**config.mk**
```make
export PLATFORM = sky130hd
export DESIGN_NAME = reaction_timer
export DESIGN_NICKNAME = d
export VERILOG_FILES = /design/src/rtl/reaction_timer.sv
export SDC_FILE = /design/constraint.sdc
export NUM_CORES = 1
export LEC_CHECK = 0
export ABC_AREA = 1
export CAP_MARGIN = 25
export CORE_MARGIN = 1
export CORE_UTILIZATION = 52
export DETAILED_ROUTE_END_ITERATION = 16
export PLACE_DENSITY = 0.85
export SYNTH_ARGS = -nofsm -noshare
export SYNTH_HDL_FRONTEND = slang
export SYNTH_SLANG_ARGS = --single-unit
```
**constraint.sdc**
```tcl
create_clock -name clk -period 2.4 [get_ports clk]
set_clock_uncertainty 0.15 [all_clocks]
set_input_delay 0.24 -clock clk [delete_from_list [all_inputs] [get_ports clk]]
set_output_delay 0.24 -clock clk [all_outputs]
set_load 0.01 [all_outputs]
```
**src/rtl/reaction_timer.sv**
```systemverilog
// Reaction-time measurement stage: counts ms ticks from lights-out (go) to the
// player's button press as a saturating BCD value, and flags false starts.
module reaction_timer #(
  parameter int DIGITS = 4
) (
  input  logic                clk,
  input  logic                rst,
  input  logic                arm,
  input  logic                go,
  input  logic                ms_tick,
  input  logic                btn,
  input  logic                clear,
  output logic [4*DIGITS-1:0] bcd,
  output logic                valid,
  output logic                false_start,
  output logic                overflow,
  output logic                busy
);

  typedef enum logic [2:0] {IDLE, ARMED, COUNT, DONE, FAULT} state_t;

  localparam logic [4*DIGITS-1:0] ALL_NINES = {DIGITS{4'h9}};

  state_t state;
  logic   btn_q;
  logic   press;

  assign press = btn & ~btn_q;

  // Decimal ripple-carry increment; each digit wraps 9->0 and carries upward.
  function automatic logic [4*DIGITS-1:0] bcd_inc(input logic [4*DIGITS-1:0] v);
    logic       carry;
    logic [3:0] d;
    bcd_inc = v;
    carry   = 1'b1;
    for (int i = 0; i < DIGITS; i++) begin
      d = v[4*i +: 4];
      if (carry) begin
        if (d == 4'd9) begin
          bcd_inc[4*i +: 4] = 4'd0;
        end else begin
          bcd_inc[4*i +: 4] = d + 4'd1;
          carry             = 1'b0;
        end
      end
    end
  endfunction

  // NOTE: all state and outputs are registered with non-blocking assignments so
  // every branch reads the pre-edge values, regardless of statement order.
  always_ff @(posedge clk) begin
    if (rst) begin
      state       <= IDLE;
      btn_q       <= 1'b0;
      bcd         <= '0;
      valid       <= 1'b0;
      false_start <= 1'b0;
      overflow    <= 1'b0;
      busy        <= 1'b0;
    end else begin
      btn_q <= btn;
      if (clear) begin
        state       <= IDLE;
        bcd         <= '0;
        valid       <= 1'b0;
        false_start <= 1'b0;
        overflow    <= 1'b0;
        busy        <= 1'b0;
      end else begin
        case (state)
          IDLE, DONE, FAULT: begin
            if (arm) begin
              state       <= ARMED;
              bcd         <= '0;
              valid       <= 1'b0;
              false_start <= 1'b0;
              overflow    <= 1'b0;
              busy        <= 1'b1;
            end
          end
          ARMED: begin
            // A press wins over a simultaneous go: that is still a false start.
            if (press) begin
              state       <= FAULT;
              false_start <= 1'b1;
              busy        <= 1'b0;
            end else if (go) begin
              state <= COUNT;
            end
          end
          COUNT: begin
            if (press) begin
              state <= DONE;
              valid <= 1'b1;
              busy  <= 1'b0;
            end else if (ms_tick) begin
              if (bcd == ALL_NINES) begin
                overflow <= 1'b1;
              end else begin
                bcd <= bcd_inc(bcd);
              end
            end
          end
          default: begin
            state <= IDLE;
            busy  <= 1'b0;
          end
        endcase
      end
    end
  end

endmodule
```
* After elaboration in Yosys (flattened, before gate mapping)
Cells that the tools add are included.
** Storage, ports and cells
- Logic and storage cells :: 103
- Bits of input ports :: 7
- Flip-flop bits (word level) :: 24
** Operators by class
- $add $sub $neg :: 4
- Equality and inequality tests :: 21
- Bitwise gates (word level) :: 2
- Reductions and logical operators :: 15
- Multiplexer cells :: 51
** Operator list (count)
- 2-to-1 mux 16 bit :: 4
- case mux 16 bit (2 select lines) :: 1
- 2-to-1 mux 1 bit :: 30
- 2-to-1 mux 4 bit :: 7
- inequality test 2 bit, second input constant :: 10
- AND reduction 6 bit :: 3
- adder 4 x 1 -> 4 bit, second input constant :: 4
- equality test 16 bit, second input constant :: 1
- equality test 4 bit, second input constant :: 4
- 2-to-1 mux 3 bit :: 4
- AND reduction 5 bit :: 2
- case mux 3 bit (3 select lines) :: 1
- AND reduction 3 bit :: 3
- case mux 1 bit (2 select lines) :: 4
- equality test 3 x 2 -> 1 bit, second input constant :: 2
- nonzero test 2 bit :: 2
- OR reduction 2 bit :: 2
- equality test 3 x 1 -> 1 bit, second input constant :: 1
- equality test 3 bit, second input constant :: 1
- logical NOT 3 bit :: 1
- inequality test 3 bit, second input constant :: 1
- OR reduction 3 bit :: 1
- inequality test 2 x 1 -> 1 bit, second input constant :: 1
- AND reduction 2 bit :: 1
- other kinds (2) :: 2

* Depth between registers and ports, before layout
Gate-level depths: netlist of run 1.
- Depth after elaboration :: 27
- Depth in mapped cells :: 12

* Worst setup path before layout of run 1
Ideal clock, no wire load.
- Path kind :: reg2reg
- From :: register bcd[4]
- To :: register bcd[10]
- Clock period less this slack :: 1.769 ns
- Path buffers :: 0
- Data arrival time :: 1.507 ns
- Data required time :: 2.137 ns
- Slack :: 0.631 ns
- Stages on the path, launching flop included :: 11
- Cell sequence :: dfxtp_1 > ha_1 > nand2_1 > nor2_1 > nand2_1 > nand2_4 > nand3_1 > nor2_4 > nand2_1 > nand2_1 > nor2_1
** On the way
- Longest elaborated chain between the ends :: 11
- Elaborated cells on any way between the ends :: 13
- Classes of those cells :: eq/ne: 4; mux: 8; reduce/logical: 1
** RTL lines
- from (decl) :: RTL line 13 : output logic [4*DIGITS-1:0] bcd,
- from (signal assigned) :: RTL line 100 : bcd <= bcd_inc(bcd);
- equality test 4 bit :: RTL line 39 : if (d == 4'd9) begin
- 2-to-1 mux 1 bit :: RTL line 39
- 2-to-1 mux 1 bit :: RTL line 38 : if (carry) begin
- 2-to-1 mux 1 bit :: RTL line 97 : if (bcd == ALL_NINES) begin
- 2-to-1 mux 1 bit :: RTL line 96 : end else if (ms_tick) begin
- 2-to-1 mux 1 bit :: RTL line 92 : if (press) begin
- 2-to-1 mux 1 bit :: RTL line 70 : case (state)
- 2-to-1 mux 1 bit :: RTL line 62 : if (clear) begin
- 2-to-1 mux 1 bit :: RTL line 52 : if (rst) begin
- inequality test 2 bit (no source line)
- AND reduction 6 bit (no source line) *
Every way passes the cells marked *; elsewhere a longest branch is shown, timed or not. The select of a mux whose other input is x is not followed.
A chain may end at the register's enable or synchronous reset.

* Worst setup path in the final report of run 1
- From :: register bcd[4]
- To :: register bcd[9]
The elaborated chain is that of the path after synthesis.

==> results.md, run 1 <==
* Leakage Power at 0.000812 uW
* RSZ-0062 raised after global routing: false
* Largest family of logic cells by synthesized area: simple AND/OR/NAND/NOR gates
* Filler cells at 249
* Crit path DAT at 2000 ps
* CTS resizes at 0
* DR vias at about 1500
* Area Overhead vs Synth at 23.0%
* Required time worst endpoint at 2490 ps
* Fmax at 524 MHz
* Post-CTS setup buffers at 0
* Synthesized cell area at between 0.0015 and 0.002 sq mm
* Pin count of the biggest net entering global routing at 20
* Ant. Diodes at 0
* Reg2reg start: bcd[4]
* Synth Area in Compound Gates at 7.05%
* Setup_tns at 0 ps
* Placer congestion estimate at 0.815
* Cell row count at 19
* Final hold slack at 306 ps
* Vias in the first global route at 1300
* Met3 Usage GRT at under 10%
* Most Crowded Layer GR: met2
* Reg2Reg Capture Point: bcd[9]
* GR Layer Usage met2 at a little over a third
* # port buffers at 26
* Die Y at 56.2 um
* Status: complete, no violations
* Max Root-Sink Buffers at 2
* Met1 Track Usage GR at 27.7%
* Die ar. at 0.00316 sq mm
* Post-synthesis cell type count at 27
* Post-layout util at 68.1%
* CTS tree: done
* Seq/Total Area, Yosys at 31.5%
* Initial core utilization at ~55%
* Main synth FF type: dfxtp_1
* CP startpoint kind: register
* Clk slew on worst S/H paths at 140 ps
* DR iter-0 viols at 66
* Critical path fanouts, max at 8
* Most numerous cell on the critical path: nand2_1
* Hold depth at 3
* EDFF count, synth at 0
* Final WS setup at 492 ps
* Pre-antenna DRT Iters at 4
* Post-DP HPWL at 2370 um
* Most frequent cells in the layout: nand2_1 (61), nor2_1 (57), clkdlybuf4s50_1 (26)
* Most common cell after layout, fill and taps aside: nand2_1
* Synth Area per Inst at 6.41 sq um
* Yosys reg bits at 24
* H-tree depth at 1
* Max Slew Vio Count at 0
* Crit Path Class: reg2reg
* Asr flop ratio synth at 0%
* Layout cells sized above 1 at between 10% and 20%
* Fin crit period at 1910 ps
* Final #Nets at 284
* Final hold vios at 0
* Post-place setup slack at 441 ps
* Worst Min Path Start: btn
* Crit-path max cell delay at 440 ps
* First-pass GRT wire length at 5370 um
* Placeable Area at 0.00276 sq mm
* Gr ovfl total at 0
* Clk root buf: clkbuf_4
* Crit path max-delay cell type: dfxtp_1
* Initial antenna violation count at 0
* Worst skew pair latency at 320 ps
* Cell Chain, Critical Path: ha_1 -> nand2_1 -> nor2_1 -> nand2_1 -> nand2_4 -> nand3_1 -> nor2_4 -> nand2_1 -> nand2_1 -> nor2_1
* Tcrit/Tclk final at 79.5%
* Hold_buf cts at 0
* Tightest Pin Transition at 329 ps
* DRC violations left at 0
* R2r setup slk at between 400 and 500 ps
* Via density at 5.06
* YS warnings at 0
* Finish-stage setup viols at 0
* Routed WL at 3150 um
* Hold endpoint: btn_q
* DR WL/cell at 10.5 um
* Post-Synth XOR/XNOR Area at 2.30%
* Reg2Reg Depth at 10
* PwrDens at 519 mW/mm^2
* VDD IR max at 0.000423 V
* Post-Synthesis Cells at ~240
* Clock sink count at 24
* GRT Total Usage at a little over a fifth
* DRT antenna net count at 0
* Max-slew headroom at 78.0%
* Mux cell area share after synthesis at 0%
* Max cap viols at 0
* Final instance area at 0.00188 sq mm
* TritonCTS Buffers at 3
* Simple-Gate Fraction of Synth Area at 45.7%
* Post-Syn Nets at 253
* Boundary pin count at 27
* Crit. End Element: register
* Worst hold path class: in2reg
* Placed standard-cell area at about 0.0018 sq mm
* Synthesized-area fraction occupied by adder cells at under 10%
* Die W at 56.2 um
-- metal layers --
metal / part of all wire, % / wire length [um] / vias up
met5: 0 / 0 / -
li1: - / - / 804
met1: 48 / 1520 / 670
met2: 46 / 1460 / 34
met3: 3.8 / 121 / 5
met4: 1.5 / 47 / 0
-- logic make-up (layout without fill, tap and decap cells) --
group / count (synthesis) / after routing
buf+inv: 26 / 56
fa+ha+maj: 8 / 8
xor+xnor: 4 / 4
simple gates: 158 / 158
flops: 24 / 24
compound gates: 18 / 18
-- Yosys cell counts (3+ instances only) --
| library cell | n | share of area (%) |
|---|---|---|
| nand2_1 | 61 | 15 |
| nor2_1 | 57 | 14 |
| dfxtp_1 | 24 | 31 |
| inv_1 | 22 | 5.4 |
| nand3_1 | 17 | 5.6 |
| a21oi_1 | 9 | 3.0 |
| ha_1 | 8 | 6.6 |
| nor2_2 | 6 | 2.5 |
| nand2_2 | 5 | 2.0 |
| nor2_4 | 3 | 2.2 |
| o21ai_0 | 3 | 0.98 |
-- worst max path at each step --
stage,startpoint,end,cells after the start
finish,bcd[4],bcd[9],10
floorplan,bcd[4],bcd[10],10
detailed placement,btn,bcd[0],11
CTS,bcd[4],bcd[9],10
global placement,btn,bcd[9],10
global route,bcd[4],bcd[13],11
-- sequential cells by signal, summed over array words and instances, names as in the netlist --
signal / cells
btn_q: 1
overflow: 1
state: 3
false_start: 1
valid: 1
bcd: 16
busy: 1
-- final cells by class --
| type | instances | area [sq um] | area share, % |
|---|---|---|---|
| Clock inverter | 1 | 30.0 | 1.60 |
| Inverter | 24 | 90.1 | 4.80 |
| Tap cell | 31 | 38.8 | 2.07 |
| Multi-Input combinational cell | 188 | 940 | 50.1 |
| Timing Repair Buffer | 28 | 275 | 14.7 |
| Sequential cell | 24 | 480 | 25.6 |
| Clock buffer | 3 | 22.5 | 1.20 |
-- power breakdown --
part	internal [uW]	switching [uW]
clock	169	125
sequential	420	27.3
combinational	100	132
total	689	285
-- through the flow --
stage,std cells,power [uW]
after floorplan,238,610
after global placement,295,683
after detailed placement,295,687
after CTS,299,980
after global routing,299,1030
final,299,974
-- worst max-delay path: cells and delay by family (launching register included) --
family / cells / cell delay [ps]
simple gates: 9 / 1050
flops: 1 / 440
fa+ha+maj: 1 / 190
Note: power is estimated with default switching activity, not from simulation.
==> run 2: changes to the inputs <==
- CORE_UTILIZATION: 52 -> 47
- PLACE_DENSITY: 0.85 -> 0.81
- clock period: 2.4 -> 1.7 ns (I/O delays scaled with it)
==> results.md, run 2 (synthesized netlist as in run 1, its figures left out) <==
* Clk pwr share at 22.5%
* DR iter-0 viols at 113
* Tcrit/Tclk final at 96.9%
* Crit Path Class: reg2reg
* Crit path DAT at 1730 ps
* Hold depth at 3
* DR WL/cell at 11.6 um
* Initial core utilization at 49.6%
* Reg2reg start: bcd[5]
* PwrDens at 606 mW/mm^2
* Die ar. at 0.00348 sq mm
* Max cap viols at 0
* Fmax at around 610 MHz
* Fin crit period at 1650 ps
* Initial antenna violation count at 0
* First-pass GRT wire length at 5570 um
* Combinational fraction of design power at 31.4%
* Cell row count at 20
* Gr ovfl total at 0
* Placer congestion estimate at approximately 0.89
* Setup_tns at 0 ps
* Clk slew on worst S/H paths at between 100 and 150 ps
* Max Root-Sink Buffers at 2
* Ant. Diodes at 0
* CTS tree: done
* Biggest regs: bcd x16, state x3
* RSZ-0062 raised after global routing: true
* Die W at 59.0 um
* Routed WL at 3890 um
* Pre-antenna DRT Iters at 4
* Sequential share of power at 46.1%
* Required time worst endpoint at 1780 ps
* GRT Total Usage at 20.9%
* Leakage Power at 0.00106 uW
* Critical path fanouts, max at 8
* Most frequent cells in the layout: nand2_1 (53), nor2_1 (53), buf_4 (25)
* Register area at 509 sq um
* Area Overhead vs Synth at 46.8%
* Final #Nets at a little over 300
* R2r setup slk at 50 ps
* Hold_buf cts at 0
* Area occupied by multi-input gates at 0.00109 sq mm
* Clk root buf: clkbuf_4
* TritonCTS Buffers at 3
* Placeable Area at a little over 0.003 sq mm
* Status: complete, no violations
* Layout cells sized above 1 at 30.2%
* Pin count of the biggest net entering global routing at 14
* CP startpoint kind: register
* Vias in the first global route at 1358
* Max-slew headroom at 75.4%
* Reg2Reg Depth at 11
* Finish-stage setup viols at 0
* Max Slew Vio Count at 0
* DR vias at 1596
* Crit. End Element: register
* Boundary pin count at 27
* Reg2Reg Capture Point: bcd[10]
* Filler cells at approximately 250
* Post-DP HPWL at between 2000 and 3000 um
* Max FFs per register at 16
* Worst hold path class: in2reg
* P_int at between 900 and 1000 uW
* VDD IR max at approximately 0.00057 V
* Worst skew pair latency at 320 ps
* DRT antenna net count at 0
* Final Total Pwr at 1360 uW
* Tightest Pin Transition at 368 ps
* Final hold vios at 0
* Switching power at 439 uW
* Worst Min Path Start: btn
* Largest reg by FF count: bcd
* Via density at between 4 and 5
* Sw frac at roughly a third
* H-tree depth at 1
* Clock sink count at 24
* Die Y at 59.0 um
* Hold endpoint: btn_q
* # port buffers at 26
* DRC violations left at 0
-- run 2: cell types whose count changed in the layout (fill, tap and decap cells not counted), sizes merged --
cell and change:
clkbuf +1, clkdlybuf4s50 -6, bufinv -1, buf +23, dlymetal6s2s +6
-- run 2: how the worst max path moves through the flow --
stage | slack (ps) | end | cells past startpoint | from
finish | 50 | bcd[10] | 11 | bcd[5]
global route | -40 | bcd[10] | 11 | bcd[5]
CTS | 7 | bcd[2] | 2 | bcd[2]
detailed placement | -30 | bcd[0] | 10 | btn
global placement | 20 | bcd[0] | 10 | btn
floorplan | 50 | bcd[10] | 11 | bcd[1]
-- run 2: cell type report --
class | count | area share [%]
multi-input cells | 188 | 48.5
flip-flops and latches | 24 | 22.7
inverters | 24 | 4.02
clock buffers | 4 | 1.62
well taps | 44 | 2.46
repair buffers | 51 | 20.7
-- run 2: timing repair --
| action | 4_1_cts | 5_1_grt |
|---|---|---|
| buffers inserted | 0 | 6 |
| gates resized for setup | 2 | 57 |
| pin swaps | 1 | 19 |
| endpoints found under the setup margin | 5 | 31 |
-- run 2: worst max-delay path: stages, from the launching register on --
cell,delay (ps)
dfxtp_2,350
inv_2,60
ha_4,140
nand2_4,50
nor2_4,160
nand2_2,80
nand2_4,100
nand3_4,80
nor2_4,210
nand2_1,80
nand2_1,60
nor2_1,40
-- run 2: per-layer routing --
layer / vias up / part of all wire [%] / GRT usage, %
met5: - / 0 / 0
met4: 0 / 0.67 / 5.10
met3: 4 / 3.2 / 4.80
met2: 28 / 50 / 35.1
met1: 717 / 46 / 27.1
li1: 847 / - / -
-- run 2: through the flow --
| step | setup slack (ps) | util (%) | cell area, sq um | cells | hold slack, ps |
|---|---|---|---|---|---|
| floorplan | 46.4 | - | 1530 | 238 | 92.4 |
| global placement | 23.9 | 64.1 | 1970 | 325 | 301 |
| detailed placement | -30.0 | 64.1 | 1970 | 325 | 302 |
| CTS | 7.45 | 65.4 | 2010 | 329 | 222 |
| global route | -44.0 | 72.8 | 2240 | 335 | 232 |
| finish | 52.6 | 72.8 | 2240 | 335 | 228 |
-- run 2: power groups by stage --
stage	clock network [uW]	registers [uW]	logic, uW
global route	340	631	470
finish	305	626	426
floorplan	0	649	213
global placement	0	630	366
detailed placement	0	631	373
CTS	312	619	373
